## config.mk

```make
export PLATFORM = sky130hd
export DESIGN_NAME = scaled_image_mapper
export DESIGN_NICKNAME = d
export VERILOG_FILES = /design/src/rtl/scaled_image_mapper.sv
export SDC_FILE = /design/constraint.sdc
export NUM_CORES = 1
export LEC_CHECK = 0
export BUFFER_PORTS_ARGS = -buffer_cell sky130_fd_sc_hd__clkbuf_2
export CAP_MARGIN = 20
export CORE_AREA = 2 2 113 115
export CTS_CLUSTER_DIAMETER = 60
export DETAILED_ROUTE_END_ITERATION = 8
export DIE_AREA = 0 0 115 117
export PLACE_DENSITY = 0.83
export SYNTH_ARGS = -nofsm -noshare
export SYNTH_HDL_FRONTEND = slang
export SYNTH_SLANG_ARGS = --single-unit
```

## constraint.sdc

```tcl
create_clock -name vga_clk -period 17.55 [get_ports vga_clk]
set_clock_uncertainty 0.2 [all_clocks]
set_input_delay 4.3875 -clock vga_clk [delete_from_list [all_inputs] [get_ports vga_clk]]
set_output_delay 4.3875 -clock vga_clk [all_outputs]
set_load 0.02 [all_outputs]
```

## src/rtl/scaled_image_mapper.sv

```systemverilog
// Scaled full-screen image mapper: steps a small palette-indexed ROM image
// across the VGA raster with DDA accumulators, looks the colour up through an
// external palette and applies a frame-stepped fade before registering RGB.
module scaled_image_mapper #(
  parameter int IMG_W           = 105,
  parameter int IMG_H           = 117,
  parameter int SCREEN_W        = 640,
  parameter int SCREEN_H        = 480,
  parameter int ADDR_W          = 15,
  parameter int IDX_W           = 4,
  parameter int COLOR_W         = 4,
  parameter int FRAMES_PER_STEP = 2
) (
  input  logic               vga_clk,
  input  logic               reset,
  input  logic [9:0]         DrawX,
  input  logic [9:0]         DrawY,
  input  logic               blank,
  output logic [ADDR_W-1:0]  rom_addr,
  input  logic [IDX_W-1:0]   rom_q,
  output logic [IDX_W-1:0]   pal_index,
  input  logic [COLOR_W-1:0] pal_red,
  input  logic [COLOR_W-1:0] pal_green,
  input  logic [COLOR_W-1:0] pal_blue,
  input  logic               fade_start,
  input  logic               fade_dir,
  output logic               fade_busy,
  output logic               fade_done,
  output logic [COLOR_W-1:0] red,
  output logic [COLOR_W-1:0] green,
  output logic [COLOR_W-1:0] blue
);

  // Accumulators hold at most SCREEN + IMG - 1 < 2048 for a 10-bit raster.
  localparam int ACC_W = 12;
  localparam logic [ACC_W-1:0]  IMG_W_A    = ACC_W'(IMG_W);
  localparam logic [ACC_W-1:0]  IMG_H_A    = ACC_W'(IMG_H);
  localparam logic [ACC_W-1:0]  SCREEN_W_A = ACC_W'(SCREEN_W);
  localparam logic [ACC_W-1:0]  SCREEN_H_A = ACC_W'(SCREEN_H);
  localparam logic [ADDR_W-1:0] IMG_W_ADDR = ADDR_W'(IMG_W);
  localparam int CNT_W = $clog2(FRAMES_PER_STEP + 1);
  localparam logic [CNT_W-1:0]   FPS_C = CNT_W'(FRAMES_PER_STEP);
  localparam logic [COLOR_W:0]   FULL  = {1'b1, {COLOR_W{1'b0}}};

  typedef enum logic [1:0] {IDLE, FADE_IN, FADE_OUT} fade_state_e;

  logic [9:0]        prev_x, prev_y;
  logic [ACC_W-1:0]  ex, ex_next, ex_sum;
  logic [ACC_W-1:0]  ey, ey_next, ey_sum;
  logic [ADDR_W-1:0] col, col_next;
  logic [ADDR_W-1:0] row_base, row_base_next;
  logic              blank_d1, blank_d2;
  logic              prev_zero, frame_tick;
  fade_state_e       state, state_next;
  logic [CNT_W-1:0]  frame_cnt, cnt_next, cnt_inc;
  logic [COLOR_W:0]  level, level_next, level_step, bound;
  logic              done_next;

  // (c * level) >> COLOR_W; the clamp only matters if level ever exceeded FULL.
  function automatic logic [COLOR_W-1:0] scale(input logic [COLOR_W-1:0] c,
                                               input logic [COLOR_W:0]   lvl);
    logic [COLOR_W:0] hi;
    hi = (COLOR_W+1)'(({{(COLOR_W+1){1'b0}}, c} * {{COLOR_W{1'b0}}, lvl}) >> COLOR_W);
    return hi[COLOR_W] ? {COLOR_W{1'b1}} : hi[COLOR_W-1:0];
  endfunction

  // Column DDA: restart at X=0, step only on X = prevX+1, otherwise hold.
  always_comb begin
    // NOTE: every always_comb output gets a default first so no latch is inferred.
    ex_sum   = ex + IMG_W_A;
    col_next = col;
    ex_next  = ex;
    if (DrawX == 10'd0) begin
      col_next = '0;
      ex_next  = '0;
    end else if (DrawX == prev_x + 10'd1) begin
      if (ex_sum >= SCREEN_W_A) begin
        ex_next  = ex_sum - SCREEN_W_A;
        col_next = col + ADDR_W'(1);
      end else begin
        ex_next = ex_sum;
      end
    end
  end

  // Row DDA: same stepping on Y, tracking row*IMG_W instead of the row number.
  always_comb begin
    ey_sum        = ey + IMG_H_A;
    row_base_next = row_base;
    ey_next       = ey;
    if (DrawY == 10'd0) begin
      row_base_next = '0;
      ey_next       = '0;
    end else if (DrawY == prev_y + 10'd1) begin
      if (ey_sum >= SCREEN_H_A) begin
        ey_next       = ey_sum - SCREEN_H_A;
        row_base_next = row_base + IMG_W_ADDR;
      end else begin
        ey_next = ey_sum;
      end
    end
  end

  assign frame_tick = (DrawX == 10'd0) && (DrawY == 10'd0) && !prev_zero;
  assign pal_index  = rom_q;
  assign fade_busy  = (state != IDLE);

  // Fade next-state: level moves only on frame ticks; ends when the bound is held.
  always_comb begin
    state_next = state;
    cnt_next   = frame_cnt;
    level_next = level;
    done_next  = 1'b0;
    cnt_inc    = frame_cnt + CNT_W'(1);
    bound      = (state == FADE_IN) ? FULL : '0;
    level_step = (state == FADE_IN) ? level + 1'b1 : level - 1'b1;
    case (state)
      IDLE: begin
        if (fade_start) begin
          state_next = fade_dir ? FADE_IN : FADE_OUT;
          cnt_next   = '0;
        end
      end
      FADE_IN, FADE_OUT: begin
        if (frame_tick) begin
          if (level == bound) begin
            state_next = IDLE;
            done_next  = 1'b1;
          end else if (cnt_inc == FPS_C) begin
            cnt_next   = '0;
            level_next = level_step;
            if (level_step == bound) begin
              state_next = IDLE;
              done_next  = 1'b1;
            end
          end else begin
            cnt_next = cnt_inc;
          end
        end
      end
      default: state_next = IDLE;
    endcase
  end

  // Stepper state, registered ROM address and blank pipeline.
  always_ff @(posedge vga_clk) begin
    // NOTE: state registers use non-blocking assignment so all flops update together.
    if (reset) begin
      prev_x    <= '0;
      prev_y    <= '0;
      ex        <= '0;
      ey        <= '0;
      col       <= '0;
      row_base  <= '0;
      rom_addr  <= '0;
      blank_d1  <= 1'b0;
      blank_d2  <= 1'b0;
      prev_zero <= 1'b0;
    end else begin
      prev_x    <= DrawX;
      prev_y    <= DrawY;
      ex        <= ex_next;
      ey        <= ey_next;
      col       <= col_next;
      row_base  <= row_base_next;
      rom_addr  <= row_base_next + col_next;
      blank_d1  <= blank;
      blank_d2  <= blank_d1;
      prev_zero <= (DrawX == 10'd0) && (DrawY == 10'd0);
    end
  end

  // Fade state register; reset lands on full brightness with no done pulse.
  always_ff @(posedge vga_clk) begin
    if (reset) begin
      state     <= IDLE;
      frame_cnt <= '0;
      level     <= FULL;
      fade_done <= 1'b0;
    end else begin
      state     <= state_next;
      frame_cnt <= cnt_next;
      level     <= level_next;
      fade_done <= done_next;
    end
  end

  // Output stage: scale the palette colour by level, black outside display.
  always_ff @(posedge vga_clk) begin
    if (reset) begin
      red   <= '0;
      green <= '0;
      blue  <= '0;
    end else if (blank_d2) begin
      red   <= scale(pal_red, level);
      green <= scale(pal_green, level);
      blue  <= scale(pal_blue, level);
    end else begin
      red   <= '0;
      green <= '0;
      blue  <= '0;
    end
  end

endmodule
```

# == Yosys cells after proc, flatten, opt, wreduce, memory -nomap -nowiden ==
# Index checks and enable logic that the tools add are counted.
# word_totals
ff_bits,114
in_bits,41
output_inout_bits,33
wordCells,94
# classes
add_sub_neg,12
mul,3
order_cmp,2
n_eq_ne,12
mux,28
bitwise,4
n_reduce_logical,16
# op_table
operator,count
15-bit 2-to-1 mux,6
4-bit by 5-bit multiplier with 9-bit output,3
"12-bit by 7-bit adder with 12-bit output, second input constant",2
12-bit 2-to-1 mux,2
"10-bit by 1-bit adder with 10-bit output, second input constant",2
10-bit equality test,2
10-bit zero test,2
2-bit 2-to-1 mux,10
"15-bit by 1-bit adder with 15-bit output, second input constant",1
15-bit adder,1
"15-bit by 7-bit adder with 15-bit output, second input constant",1
"12-bit by 10-bit >= comparator with 1-bit output, second input constant",1
"12-bit by 9-bit >= comparator with 1-bit output, second input constant",1
4-bit 2-to-1 mux,3
4-bit AND reduction,3
"12-bit by 10-bit subtractor with 12-bit output, second input constant",1
"12-bit by 9-bit subtractor with 12-bit output, second input constant",1
5-bit equality test,2
5-bit 2-to-1 mux,2
2-bit one-hot mux with 2 select lines,2
2-bit OR reduction,4
"2-bit != test, second input constant",3
"3-bit != test, second input constant",2
"5-bit by 1-bit adder with 5-bit output, second input constant",1
11 further kinds,19

# == Depth between registers and ports, before layout ==
# depth
ltp_word,8
ltp_mapped,21
mapped_depth_nobuf,19

# == Worst setup path after synthesis ==
# OpenSTA, ideal clock, no wires.
# synth_path
kind,input to output
startpoint,input rom_q[0]
endpoint,output pal_index[0]
arrival_ns,4.521
t_required_ns,12.962
path_slack_ns,8.441
path_stages,1
path_buffers,1
path_cell_list,buf_4
# synth_rtl
element,line,text
"start, declared",20,"input logic [IDX_W-1:0] rom_q,"
"end, declared",21,"output logic [IDX_W-1:0] pal_index,"
# No word-level cell between the ends.

# == Worst setup path after layout ==
# layout_path
startpoint,input rom_q[1]
endpoint,output pal_index[1]
# No word-level cell between the ends.

==> summary.md <==
| Metric | Value |
|---|---|
| Critical Path Fanout Max | 1 |
| TritonCTS Sinks | 114 |
| DRT iter0 DRCs | 325 |
| Die Ht | 117 um |
| Worst Path Arrival | 4390 ps |
| XOR/XNOR share of the synthesized area | 11.00% |
| # fillers | 957 |
| WP data required | 12960 ps |
| Syn nets | 1041 |
| Number of buffers created by CTS | 17 |
| Hpwl dp | 11230 um |
| Die ar. | 0.01346 mm^2 |
| Initial antenna violation count | 0 |
| Layout Area Growth over Synthesis | 13.28% |
| CTS HTree Levels | 4 |
| Maximum clock insertion buffer count | 2 |
| DIE WIDTH | 115 um |
| Design area | 0.008751 mm^2 |
| Routed Antenna Nets | 0 |
| Status | completed |
| Worst Tran Pin Value | 665.0 ps |
| Worst Setup Start Kind | input pin |
| TritonCTS clock tree | yes |
| Post-synthesis adder-cell area fraction | 14.12% |
| RSZ-0062 raised after global routing | false |
| Post-Syn Area | 0.007725 mm^2 |
| WS Path Type | input pin to output port |
| VDD IR max | 0.00005581 V |
| Post-synth EDFFs | 0 |
| PortBufs | 65 |
| Leakage | 3.801 nW |
| GR Overflow Total | 0 |
| Post-synth ARST share | 0% |
| Hold-fix buffers, CTS | 0 |
| Main combinational cell family by area after synthesis | simple AND/OR/NAND/NOR gates |
| Simple-gate area share of the yosys netlist | 25.57% |
| Root Buffer | clkbuf_16 |
| Period minus WS final | 8975 ps |
| Drc violations | 0 |
| Main synth FF type | dfxtp_1 |
| Vias after detailed routing | 6502 |
| Mapped Avg Cell Area | 8.369 um^2 |
| Worst min-delay path class | register to register |
| PD cells | 78.04 mW/mm^2 |
| Relative slew slack | 54.97% |
| Top cell type by total area after synthesis | dfxtp_1 |
| Fin Setup TNS | 0 ps |
| Routed vias/inst | 5.724 |
| Post-CTS sizing | 0 |
| Most common cell after layout, fill and taps aside | dfxtp_1 |
| Multiplexer share of the synthesized area | 1.587% |
| Synth unique cells | 71 |
| Layout cells sized above 1 | 12.88% |
| Peak Freq | 0.1114 GHz |
| DR pass1 iterations | 4 |
| Commonest non-fill, non-tap cells in the layout | dfxtp_1, nor2_1, nand2_1 |
| Max Slew Vio Count | 0 |
| Starting density of the core | 62.74% |
| Largest net degree at the start of global routing | 66 |
| FF-to-FF Start | prev_x[0] |
| Synth Area in Compound Gates | 13.31% |
| Routed wire length per instance | 13.77 um |
| Core Box Area | 0.01231 mm^2 |
| Worst hold start | frame_cnt[1] |
| DP Area | 0.008112 mm^2 |
| Register area share after synthesis | 29.54% |
| Vias in the first global route | 6085 |
| Ant diodes | 0 |
| Number of max-cap violations | 0 |
| Total Routing Usage GR | 24.74% |
| Ys Warns | 0 |
| RePlAce Congestion | 0.8585 |
| Synth Register Bits | 114 |
| Worst setup path start | rom_q[1] |
| Worst-path clk slew | 50 ps |
| Postcts setup bufs | 0 |
| Fin. Hold Viols | 0 |
| Total Wirelength | 15640 um |
| Rows | 41 |
| Top Ports | 74 |
| Setup violations, final | 0 |
| Final Cycle Share | 51.14% |
| Kind of end point of the critical path | output port |
| Synth area leaders | dfxtp_1, ha_1, xnor2_1 |
| Syn Inst Count | 923 |
| First-pass GRT wire length | 26880 um |
| Nets | 1091 |
| Synth top area share | 29.54% |
| Worst skew pair latency | 420 ps |
==> final timing paths <==
check,end,slack (ps),depth (start not counted)
max,pal_index[1],8570,0
max reg2reg,rom_addr[14],12440,18
min reg2reg,frame_cnt[1],260,2
min,frame_cnt[1],260,2
==> cells by family (layout without fill, tap and decap cells) <==
family          Yosys count  in the layout
mux                      12             12
flops                   114            114
simple gates            377            377
compound gates          155            155
fa+ha+maj                77             77
buf+inv                  91            154
xor+xnor                 97             97
==> layer usage <==
layer | track usage (%) | wire length [um]
met1 | 29.29 | 7178
met2 | 43.45 | 7665
met3 | 6.282 | 526
met4 | 9.317 | 272
met5 | 0 | 0
==> flip-flops by register name (all words and copies together) (netlist names) <==
name / count
blank_d1: 1
blank_d2: 1
blue: 4
col: 15
ex: 12
ey: 12
fade_done: 1
frame_cnt: 2
green: 4
level: 5
prev_x: 10
prev_y: 10
prev_zero: 1
red: 4
rom_addr: 15
row_base: 15
state: 2
==> area by class of cell <==
type                       count  area [um^2]  share of cell area [%]
clock buffer                  23        488.0                   5.576
clock inverter                 9        151.4                   1.730
inverter                      51        191.4                   2.188
multi-input combinational    718         5080                   58.05
sequential                   114         2282                   26.08
tap                          150        187.7                   2.145
timing repair buffer          71        370.4                   4.232
==> Yosys cell counts, drive strengths merged, types with 9 or more instances <==
library cell,n
nor2b,33
xor2,35
clkbuf,27
nand4,18
dfxtp,114
nor2,98
xnor2,62
and3,10
a21oi,57
or3,9
mux2i,10
nand2,69
fa,17
inv,51
nor3,25
buf,13
ha,60
nand3,21
a21o,9
o21ai,26
and2,32
==> power breakdown <==
| part | switching (mW) | internal (mW) | leakage, nW |
|---|---|---|---|
| logic | 0.0256 | 0.0197 | 2.56 |
| registers | 0.00366 | 0.263 | 0.925 |
| clock network | 0.119 | 0.252 | 0.313 |
==> through the flow <==
step                hold slack, ps  util (%)  power [mW]  instances  setup WS (ps)
finish                       257.0     71.08      0.6829       1136           8575
global placement             241.6     65.88      0.3156       1104           8575
CTS                          255.6     71.08      0.6893       1136           8575
detailed placement           246.9     65.88      0.3169       1104           8549
global route                 280.7     71.08      0.7061       1136           8544
floorplan                    213.8         -      0.3044        923           8441
==> tightest hold or removal path: cells and delay by family, from the launching register on <==
kind	cells	cell delay, ps
AOI/OAI and AO/OA	1	40
DFF	1	310
and+or+nand+nor	1	70
(Power assumes the default switching activity.)
